--- config.mk ---
export PLATFORM = sky130hd
export DESIGN_NAME = axi_lite_cmd_master
export DESIGN_NICKNAME = d
export VERILOG_FILES = /design/src/rtl/axi_lite_cmd_master.sv
export SDC_FILE = /design/constraint.sdc
export NUM_CORES = 1
export LEC_CHECK = 0
export ABC_AREA = 1
export BUFFER_PORTS_ARGS = -buffer_cell sky130_fd_sc_hd__buf_2
export CORE_UTILIZATION = 35
export CTS_CLUSTER_DIAMETER = 40
export DETAILED_ROUTE_END_ITERATION = 16
export GPL_TIMING_DRIVEN = 1
export SKIP_LAST_GASP = 1
export SYNTH_ARGS = -nofsm -noshare
export SYNTH_HDL_FRONTEND = slang
export SYNTH_SLANG_ARGS = --single-unit
--- constraint.sdc ---
create_clock -name M_AXI_ACLK -period 4.21 [get_ports M_AXI_ACLK]
set_input_delay 0.842 -clock M_AXI_ACLK [delete_from_list [all_inputs] [get_ports M_AXI_ACLK]]
set_output_delay 0.842 -clock M_AXI_ACLK [all_outputs]
set_load 0.02 [all_outputs]
--- src/rtl/axi_lite_cmd_master.sv ---
// AXI4-Lite initiator: turns one valid/ready register command into one AXI4-Lite write or read
// and returns one response per command, with an optional per-transaction timeout.
module axi_lite_cmd_master #(
    parameter int C_M_AXI_DATA_WIDTH = 32,
    parameter int C_M_AXI_ADDR_WIDTH = 16,
    parameter int TIMEOUT_CYCLES     = 1024
) (
    input  logic                            M_AXI_ACLK,
    input  logic                            M_AXI_ARESET,
    input  logic                            cmd_valid,
    output logic                            cmd_ready,
    input  logic                            cmd_write,
    input  logic [C_M_AXI_ADDR_WIDTH-1:0]   cmd_addr,
    input  logic [C_M_AXI_DATA_WIDTH-1:0]   cmd_wdata,
    input  logic [C_M_AXI_DATA_WIDTH/8-1:0] cmd_wstrb,
    output logic                            rsp_valid,
    input  logic                            rsp_ready,
    output logic [C_M_AXI_DATA_WIDTH-1:0]   rsp_rdata,
    output logic [1:0]                      rsp_resp,
    output logic                            rsp_timeout,
    output logic                            busy,
    output logic [C_M_AXI_ADDR_WIDTH-1:0]   M_AXI_AWADDR,
    output logic [2:0]                      M_AXI_AWPROT,
    output logic                            M_AXI_AWVALID,
    input  logic                            M_AXI_AWREADY,
    output logic [C_M_AXI_DATA_WIDTH-1:0]   M_AXI_WDATA,
    output logic [C_M_AXI_DATA_WIDTH/8-1:0] M_AXI_WSTRB,
    output logic                            M_AXI_WVALID,
    input  logic                            M_AXI_WREADY,
    input  logic [1:0]                      M_AXI_BRESP,
    input  logic                            M_AXI_BVALID,
    output logic                            M_AXI_BREADY,
    output logic [C_M_AXI_ADDR_WIDTH-1:0]   M_AXI_ARADDR,
    output logic [2:0]                      M_AXI_ARPROT,
    output logic                            M_AXI_ARVALID,
    input  logic                            M_AXI_ARREADY,
    input  logic [C_M_AXI_DATA_WIDTH-1:0]   M_AXI_RDATA,
    input  logic [1:0]                      M_AXI_RRESP,
    input  logic                            M_AXI_RVALID,
    output logic                            M_AXI_RREADY
);

    localparam int DW = C_M_AXI_DATA_WIDTH;
    localparam int AW = C_M_AXI_ADDR_WIDTH;
    localparam int SW = C_M_AXI_DATA_WIDTH / 8;
    localparam int TW = (TIMEOUT_CYCLES > 1) ? $clog2(TIMEOUT_CYCLES + 1) : 1;

    typedef enum logic [2:0] {
        IDLE    = 3'd0,
        WR      = 3'd1,
        WR_RESP = 3'd2,
        RD_ADDR = 3'd3,
        RD_DATA = 3'd4,
        RSP     = 3'd5
    } state_t;

    state_t          state_reg;
    logic            cmd_ready_reg;
    logic            busy_reg;
    logic            awvalid_reg;
    logic            wvalid_reg;
    logic            bready_reg;
    logic            arvalid_reg;
    logic            rready_reg;
    logic            aw_done_reg;
    logic            w_done_reg;
    logic [AW-1:0]   awaddr_reg;
    logic [DW-1:0]   wdata_reg;
    logic [SW-1:0]   wstrb_reg;
    logic [AW-1:0]   araddr_reg;
    logic            rsp_valid_reg;
    logic [DW-1:0]   rsp_rdata_reg;
    logic [1:0]      rsp_resp_reg;
    logic            rsp_timeout_reg;
    logic [TW-1:0]   tmo_cnt_reg;

    logic aw_hs;
    logic w_hs;
    logic in_flight;
    logic progress;
    logic timeout_hit;

    assign aw_hs     = awvalid_reg & M_AXI_AWREADY;
    assign w_hs      = wvalid_reg & M_AXI_WREADY;
    assign in_flight = (state_reg == WR) || (state_reg == WR_RESP) ||
                       (state_reg == RD_ADDR) || (state_reg == RD_DATA);

    // A phase advancing this cycle beats a timeout landing on the same cycle.
    always_comb begin
        progress = 1'b0;
        case (state_reg)
            WR:      progress = (aw_done_reg | aw_hs) & (w_done_reg | w_hs);
            WR_RESP: progress = M_AXI_BVALID & bready_reg;
            RD_ADDR: progress = arvalid_reg & M_AXI_ARREADY;
            RD_DATA: progress = M_AXI_RVALID & rready_reg;
            default: progress = 1'b0;
        endcase
    end

    generate
        if (TIMEOUT_CYCLES != 0) begin : g_timeout
            assign timeout_hit = (tmo_cnt_reg == TW'(TIMEOUT_CYCLES - 1));
        end else begin : g_no_timeout
            assign timeout_hit = 1'b0;
        end
    endgenerate

    always_ff @(posedge M_AXI_ACLK or posedge M_AXI_ARESET) begin
        if (M_AXI_ARESET) begin
            state_reg       <= IDLE;
            cmd_ready_reg   <= 1'b0;
            busy_reg        <= 1'b0;
            awvalid_reg     <= 1'b0;
            wvalid_reg      <= 1'b0;
            bready_reg      <= 1'b0;
            arvalid_reg     <= 1'b0;
            rready_reg      <= 1'b0;
            aw_done_reg     <= 1'b0;
            w_done_reg      <= 1'b0;
            awaddr_reg      <= '0;
            wdata_reg       <= '0;
            wstrb_reg       <= '0;
            araddr_reg      <= '0;
            rsp_valid_reg   <= 1'b0;
            rsp_rdata_reg   <= '0;
            rsp_resp_reg    <= 2'b00;
            rsp_timeout_reg <= 1'b0;
            tmo_cnt_reg     <= '0;
        end else if (in_flight && timeout_hit && !progress) begin
            // Abandon the bus mid-transaction; the slave must be reset before it is used again.
            awvalid_reg     <= 1'b0;
            wvalid_reg      <= 1'b0;
            bready_reg      <= 1'b0;
            arvalid_reg     <= 1'b0;
            rready_reg      <= 1'b0;
            rsp_rdata_reg   <= '0;
            rsp_resp_reg    <= 2'b10;
            rsp_timeout_reg <= 1'b1;
            rsp_valid_reg   <= 1'b1;
            state_reg       <= RSP;
        end else begin
            if (in_flight) begin
                tmo_cnt_reg <= tmo_cnt_reg + TW'(1);
            end
            case (state_reg)
                IDLE: begin
                    cmd_ready_reg <= 1'b1;
                    if (cmd_valid && cmd_ready_reg) begin
                        cmd_ready_reg <= 1'b0;
                        busy_reg      <= 1'b1;
                        tmo_cnt_reg   <= '0;
                        if (cmd_write) begin
                            awaddr_reg  <= cmd_addr;
                            wdata_reg   <= cmd_wdata;
                            wstrb_reg   <= cmd_wstrb;
                            awvalid_reg <= 1'b1;
                            wvalid_reg  <= 1'b1;
                            aw_done_reg <= 1'b0;
                            w_done_reg  <= 1'b0;
                            state_reg   <= WR;
                        end else begin
                            araddr_reg  <= cmd_addr;
                            arvalid_reg <= 1'b1;
                            state_reg   <= RD_ADDR;
                        end
                    end
                end
                WR: begin
                    if (aw_hs) begin
                        awvalid_reg <= 1'b0;
                        aw_done_reg <= 1'b1;
                    end
                    if (w_hs) begin
                        wvalid_reg <= 1'b0;
                        w_done_reg <= 1'b1;
                    end
                    if (progress) begin
                        bready_reg <= 1'b1;
                        state_reg  <= WR_RESP;
                    end
                end
                WR_RESP: begin
                    if (progress) begin
                        bready_reg      <= 1'b0;
                        rsp_resp_reg    <= M_AXI_BRESP;
                        rsp_rdata_reg   <= '0;
                        rsp_timeout_reg <= 1'b0;
                        rsp_valid_reg   <= 1'b1;
                        state_reg       <= RSP;
                    end
                end
                RD_ADDR: begin
                    if (progress) begin
                        arvalid_reg <= 1'b0;
                        rready_reg  <= 1'b1;
                        state_reg   <= RD_DATA;
                    end
                end
                RD_DATA: begin
                    if (progress) begin
                        rready_reg      <= 1'b0;
                        rsp_rdata_reg   <= M_AXI_RDATA;
                        rsp_resp_reg    <= M_AXI_RRESP;
                        rsp_timeout_reg <= 1'b0;
                        rsp_valid_reg   <= 1'b1;
                        state_reg       <= RSP;
                    end
                end
                RSP: begin
                    if (rsp_ready) begin
                        rsp_valid_reg <= 1'b0;
                        cmd_ready_reg <= 1'b1;
                        busy_reg      <= 1'b0;
                        state_reg     <= IDLE;
                    end
                end
                default: state_reg <= IDLE;
            endcase
        end
    end

    assign cmd_ready     = cmd_ready_reg;
    assign busy          = busy_reg;
    assign rsp_valid     = rsp_valid_reg;
    assign rsp_rdata     = rsp_rdata_reg;
    assign rsp_resp      = rsp_resp_reg;
    assign rsp_timeout   = rsp_timeout_reg;
    assign M_AXI_AWADDR  = awaddr_reg;
    assign M_AXI_AWPROT  = 3'b000;
    assign M_AXI_AWVALID = awvalid_reg;
    assign M_AXI_WDATA   = wdata_reg;
    assign M_AXI_WSTRB   = wstrb_reg;
    assign M_AXI_WVALID  = wvalid_reg;
    assign M_AXI_BREADY  = bready_reg;
    assign M_AXI_ARADDR  = araddr_reg;
    assign M_AXI_ARPROT  = 3'b000;
    assign M_AXI_ARVALID = arvalid_reg;
    assign M_AXI_RREADY  = rready_reg;

endmodule

-- Word-level counts from Yosys, hierarchy flattened
Cells that the tools add are included.
- bitwise gates (word level): 10
- muxes and demuxes: 54
- reduce and logical (&&, ||, !) cells: 34
- equal/unequal tests: 22
- add/subtract/negate cells: 1
- operators with widths (cell ; number):
    32-bit 2-to-1 mux ; 3
    32-bit one-hot mux with 2 select lines ; 1
    11-bit 2-to-1 mux ; 3
    1-bit 2-to-1 mux ; 24
    4-bit AND reduction ; 6
    1-bit one-hot mux with 2 select lines ; 10
    3-bit 2-to-1 mux ; 6
    3-bit by 2-bit inequality test with 1-bit output, second input constant ; 6
    3-bit nonzero test ; 6
    3-bit one-hot mux with 5 select lines ; 1
    3-bit AND reduction ; 5
    5-bit AND reduction ; 3
    3-bit inequality test, second input constant ; 4
    11-bit by 1-bit adder with 11-bit output, second input constant ; 1
    11-bit by 10-bit equality test with 1-bit output, second input constant ; 1
    2-bit inequality test, second input constant ; 5
    2-bit 2-to-1 mux ; 4
    2-bit nonzero test ; 4
    1-bit bitwise AND ; 6
    3-bit by 2-bit equality test with 1-bit output, second input constant ; 2
    3-bit equality test, second input constant ; 2
    1-bit one-hot mux with 4 select lines ; 1
    2-bit one-hot mux with 2 select lines ; 1
    3-bit by 1-bit equality test with 1-bit output, second input constant ; 1
    9 further kinds ; 15
- flip-flop bits (word level): 127
- output and inout port bits: 117
- bits of input ports: 98

-- Longest topological paths before layout
- word-level depth: 8
- mapped depth: 13
- depth with buffers taken out: 11

-- Worst setup path before layout
No wires, ideal clock.
- path kind: in2reg
- start: input port M_AXI_WREADY
- end: register rsp_rdata_reg[10] (netlist: rsp_rdata[10])
- buffers on the path: 2
- arrival: 1.874 ns
- setup time: 0.119 ns
- data required time: 4.091 ns
- cell stages on the path: 12
- slack: 2.216 ns
- path through: nand2_1 > nand2_1 > nand2_1 > nor2_4 > nor2_2 > nand2_4 > nand2_4 > nand2_4 > buf_12 > buf_8 > nor2_2 > a21oi_2
- cells in the longest elaborated chain, start to end: 8
- elaborated cells between the ends (all ways): 11
- RTL lines (what ; line ; source):
    start: declaration ; 29 ; input logic M_AXI_WREADY,
    1-bit bitwise AND * ; 84 ; assign w_hs = wvalid_reg & M_AXI_WREADY;
    1-bit OR * ; 92 ; WR: progress = (aw_done_reg | aw_hs) & (w_done_reg | w_hs);
    1-bit bitwise AND * ; 92 ;
    1-bit one-hot mux with 4 select lines * ; 91 ; case (state_reg)
    1-bit logical NOT ; 129 ; end else if (in_flight && timeout_hit && !progress) begin
    1-bit logical AND ; 129 ;
    3-bit by 2-bit inequality test with 1-bit output (no source line) / 3-bit nonzero test (equally long branches) ; - ;
    3-bit AND reduction (no source line) ; - ;
    end signal: assignment ; 125 ; rsp_rdata_reg <= '0;
    end signal: assignment ; 136 ; rsp_rdata_reg <= '0;
    end signal: assignment ; 186 ; rsp_rdata_reg <= '0;
    end: declaration ; 72 ; logic [DW-1:0] rsp_rdata_reg;
Mark *: on every way between the ends. The rest lies on a longest branch, timed or not.
A chain may end at the register's enable or synchronous reset.

-- Final worst setup path
- start: register state_reg[0]
- end: register rsp_rdata_reg[4] (netlist: rsp_rdata[4])
- cells in the longest elaborated chain, start to end: 8
- elaborated cells between the ends (all ways): 17
- RTL lines (what ; line ; source):
    start: declaration ; 57 ; state_t state_reg;
    start signal: assignment ; 110 ; state_reg <= IDLE;
    start signal: assignment ; 140 ; state_reg <= RSP;
    start signal: assignment ; 160 ; state_reg <= WR;
    branches (longest 8 deep; another with 1-bit one-hot mux with 4 select lines) ; - ;
Parallel ways; which one is timed is not known.

==> results.toml <==
[min_path]
hp-start = "M_AXI_WDATA[14]"
hold_end = "M_AXI_WDATA[14]"
holdPathStages = 2
hold_path_class = "flop to flop"

[yosys]
netlist_area_um2 = 5670
synth_cell_types = 35
ys_ff_latch = 127
yosys.area_share.xor_xnor_pct = 0.772
synth-compound-area-share_pct = 9.40
synth_area_per_cell_um2 = 8.79
synthSimpleGateAreaFrac_pct = 25.9
yosysSeqAreaShare_pct = 56.0
synth-adder-area-share_pct = 0.221
netlist_instances = 645
yosysWarnings = 0
synthMuxAreaShare_pct = 0.397
synth_top_family_by_area = "simple AND/OR/NAND/NOR gates"

[detailed_routing]
drc_errors = 0
drt_first_iter_violations = 214
wl_met3_mm = 1.13
wl_mm = 14.0
dr.max_layer_used = "met4"
drtPass1Iterations = 4
num_vias = 4765
vias_per_cell = 4.44
wire_per_inst_um = 13.0
ant_nets = 0
met1Wirelength_mm = 6.40
routed-wl-met2_mm = 6.30

[sta]
worstMarginPinSlew_ns = 0.890
final.setup.tns_ns = 0
post-route-period-util_pct = 58.5
finClkSkew_ns = 0.00768
relSlewSlack_pct = 40.6
fin_crit_ns = 2.46
setup_viol = 0
report.final.slew_viol_count = 0
finalHoldViolations = 0
fmax_mhz = 406
rsz0062_at_grt = "false"

[final_layout]
fillers = 1552
antennaDiodeCount = 0
nets = 946
area_delta_synth_final_pct = 29.8
fin_area_um2 = 7360
drive_gt1_share_pct = 34.3

[critical_path]
worst-setup-path-type = "flop to flop"
worstPathMaxFanout = 65
timing.rr.end = "rsp_rdata[4]"
worstPathRequired_ns = 4.54
r2r_setup_slack_ns = 1.75
cp.arrival_ns = 2.80
r2r_cells = 9
startpoint_type = "flop"
cp-end-kind = "flop"
r2r_start = "state_reg[0]"

[pwr]
max-vdd-ir-drop_v = 0.000404
cellPowerDensity_nw_per_um2 = 833
leakage_nw = 3.94

[global_route]
grt_pass1_vias = 4527
grt_overflow = 0
grt_max_degree = 70
grt_pass1_wl_mm = 22.5
grt_antenna_before_repair = 0
track_usage_pct = 17.5

[status]
status = "finished clean"

[run]
cap_violations = 0

[cts]
post_cts_buffers = 0
cts.clk_slew.worst_paths_ns = 0.06
cts.sink_count = 127
cts.repair.resized = 0
root_buffer = "clkbuf_16"
cts_tree = "built"
clk_path_buf_depth = 2
htreeDepth = 4
cts_buffers = 17
insertion_delay_ns = 0.42
cts_hold_buf = 0

[floorplan]
chipHeight_um = 129
design.core.area_um2 = 15800
fp.dieArea_um2 = 16700
io_pins = 215
die_w_um = 129
rows = 46
start_util_pct = 35.8

[placement]
place.gp.congestion = 0.826
place_area_um2 = 6810
io_buffer_count = 208
dp_hpwl_mm = 9.78
[synth_stat cells (all sizes together)]
| library cell | count | share of area [%] |
|---|---|---|
| clkbuf | 10 | 0.66 |
| nand2 | 244 | 17 |
| dfrtp | 127 | 56 |
| xor2 | 3 | 0.46 |
| nand3b | 1 | 0.13 |
| nor3 | 8 | 0.79 |
| inv | 45 | 3.0 |
| mux2 | 2 | 0.40 |
| conb | 1 | 0.066 |
| nand3 | 15 | 1.4 |
| nand4 | 4 | 0.44 |
| buf | 24 | 3.5 |
| o21ai | 41 | 3.6 |
| a211oi | 1 | 0.13 |
| o221ai | 5 | 0.77 |
| xnor2 | 2 | 0.31 |
| ha | 1 | 0.22 |
| o21a | 1 | 0.13 |
| a21oi | 41 | 4.5 |
| o31ai | 2 | 0.26 |
| nor2 | 67 | 6.2 |
[how the worst max path moves through the flow]
stage                      start                to  slack [ns]  depth (start not counted)
floorplan           M_AXI_ARESET   M_AXI_ARADDR[0]        1.80                          1
global placement       cmd_valid     M_AXI_AWVALID        1.58                          7
detailed placement     cmd_valid  M_AXI_AWADDR[11]        1.53                          7
CTS                 state_reg[0]       rsp_resp[1]        1.71                          9
global route        state_reg[0]       rsp_resp[1]        1.46                          9
finish              state_reg[0]      rsp_rdata[4]        1.75                          9
[worst max-delay path: stages, from the launching register on]
cell and delay [ns]:
dfrtp_1 0.50, nor2_4 0.18, nand2_4 0.12, nand2_2 0.25, nand3_1 0.15, inv_1 0.09
nand2_2 0.19, nand2_4 0.62, nor2_1 0.08, a21oi_1 0.15
[cells by family (layout without fill, tap and decap cells)]
kind of cell             Yosys count  count (layout)
buffers and inverters             79             287
XOR/XNOR                           5               5
multiplexers                       2               2
other                              1               6
adder cells (fa/ha/maj)            1               1
flip-flops                       127             127
AND/OR/NAND/NOR                  339             339
AO/OA/AOI/OAI                     91              91
[stage by stage]
step	hold WS, ns	setup WS (ns)	util [%]	cells	total power, mW
after global routing	0.486	1.46	46.5	1074	6.59
final	0.463	1.75	46.5	1074	6.13
after CTS	0.467	1.71	46.5	1074	6.20
after detailed placement	0.453	1.53	43.0	1044	4.80
after global placement	0.453	1.58	43.0	1044	4.76
after floorplan	0.488	1.80	-	650	4.01
[area by class of cell]
type / count / area, um^2 / share of cell area [%]
inverter: 45 / 173 / 2.35
tap: 216 / 270 / 3.67
clock buffer: 22 / 464 / 6.31
timing repair buffer: 212 / 1080 / 14.7
clock inverter: 8 / 85.1 / 1.16
sequential: 127 / 3180 / 43.2
multi-input combinational: 444 / 2110 / 28.6
[report_power, final]
group	total, mW	internal [mW]	switching (mW)	leakage, nW
Clock	1.38	0.839	0.539	0.263
Combinational	2.59	0.882	1.71	2.12
Sequential	2.16	1.80	0.361	1.56
Total	6.13	3.52	2.61	3.94
[per-layer routing]
layer  vias to the layer above  GRT usage (%)
li1                       2424              -
met1                      2162           22.3
met2                       165           27.1
met3                        14           5.95
met4                         0           7.34
met5                         -              0
[layout by cell type (no fill, tap or decap), drive strengths merged, types with 8 or more instances in the layout]
cell type | Yosys | layout
o21ai | 41 | 41
nand2 | 244 | 244
clkbuf | 10 | 22
buf | 24 | 212
nor2 | 67 | 67
dfrtp | 127 | 127
a21oi | 41 | 41
nand3 | 15 | 15
nor3 | 8 | 8
inv | 45 | 45
No activity file was read; power rests on OpenSTA's default activity.
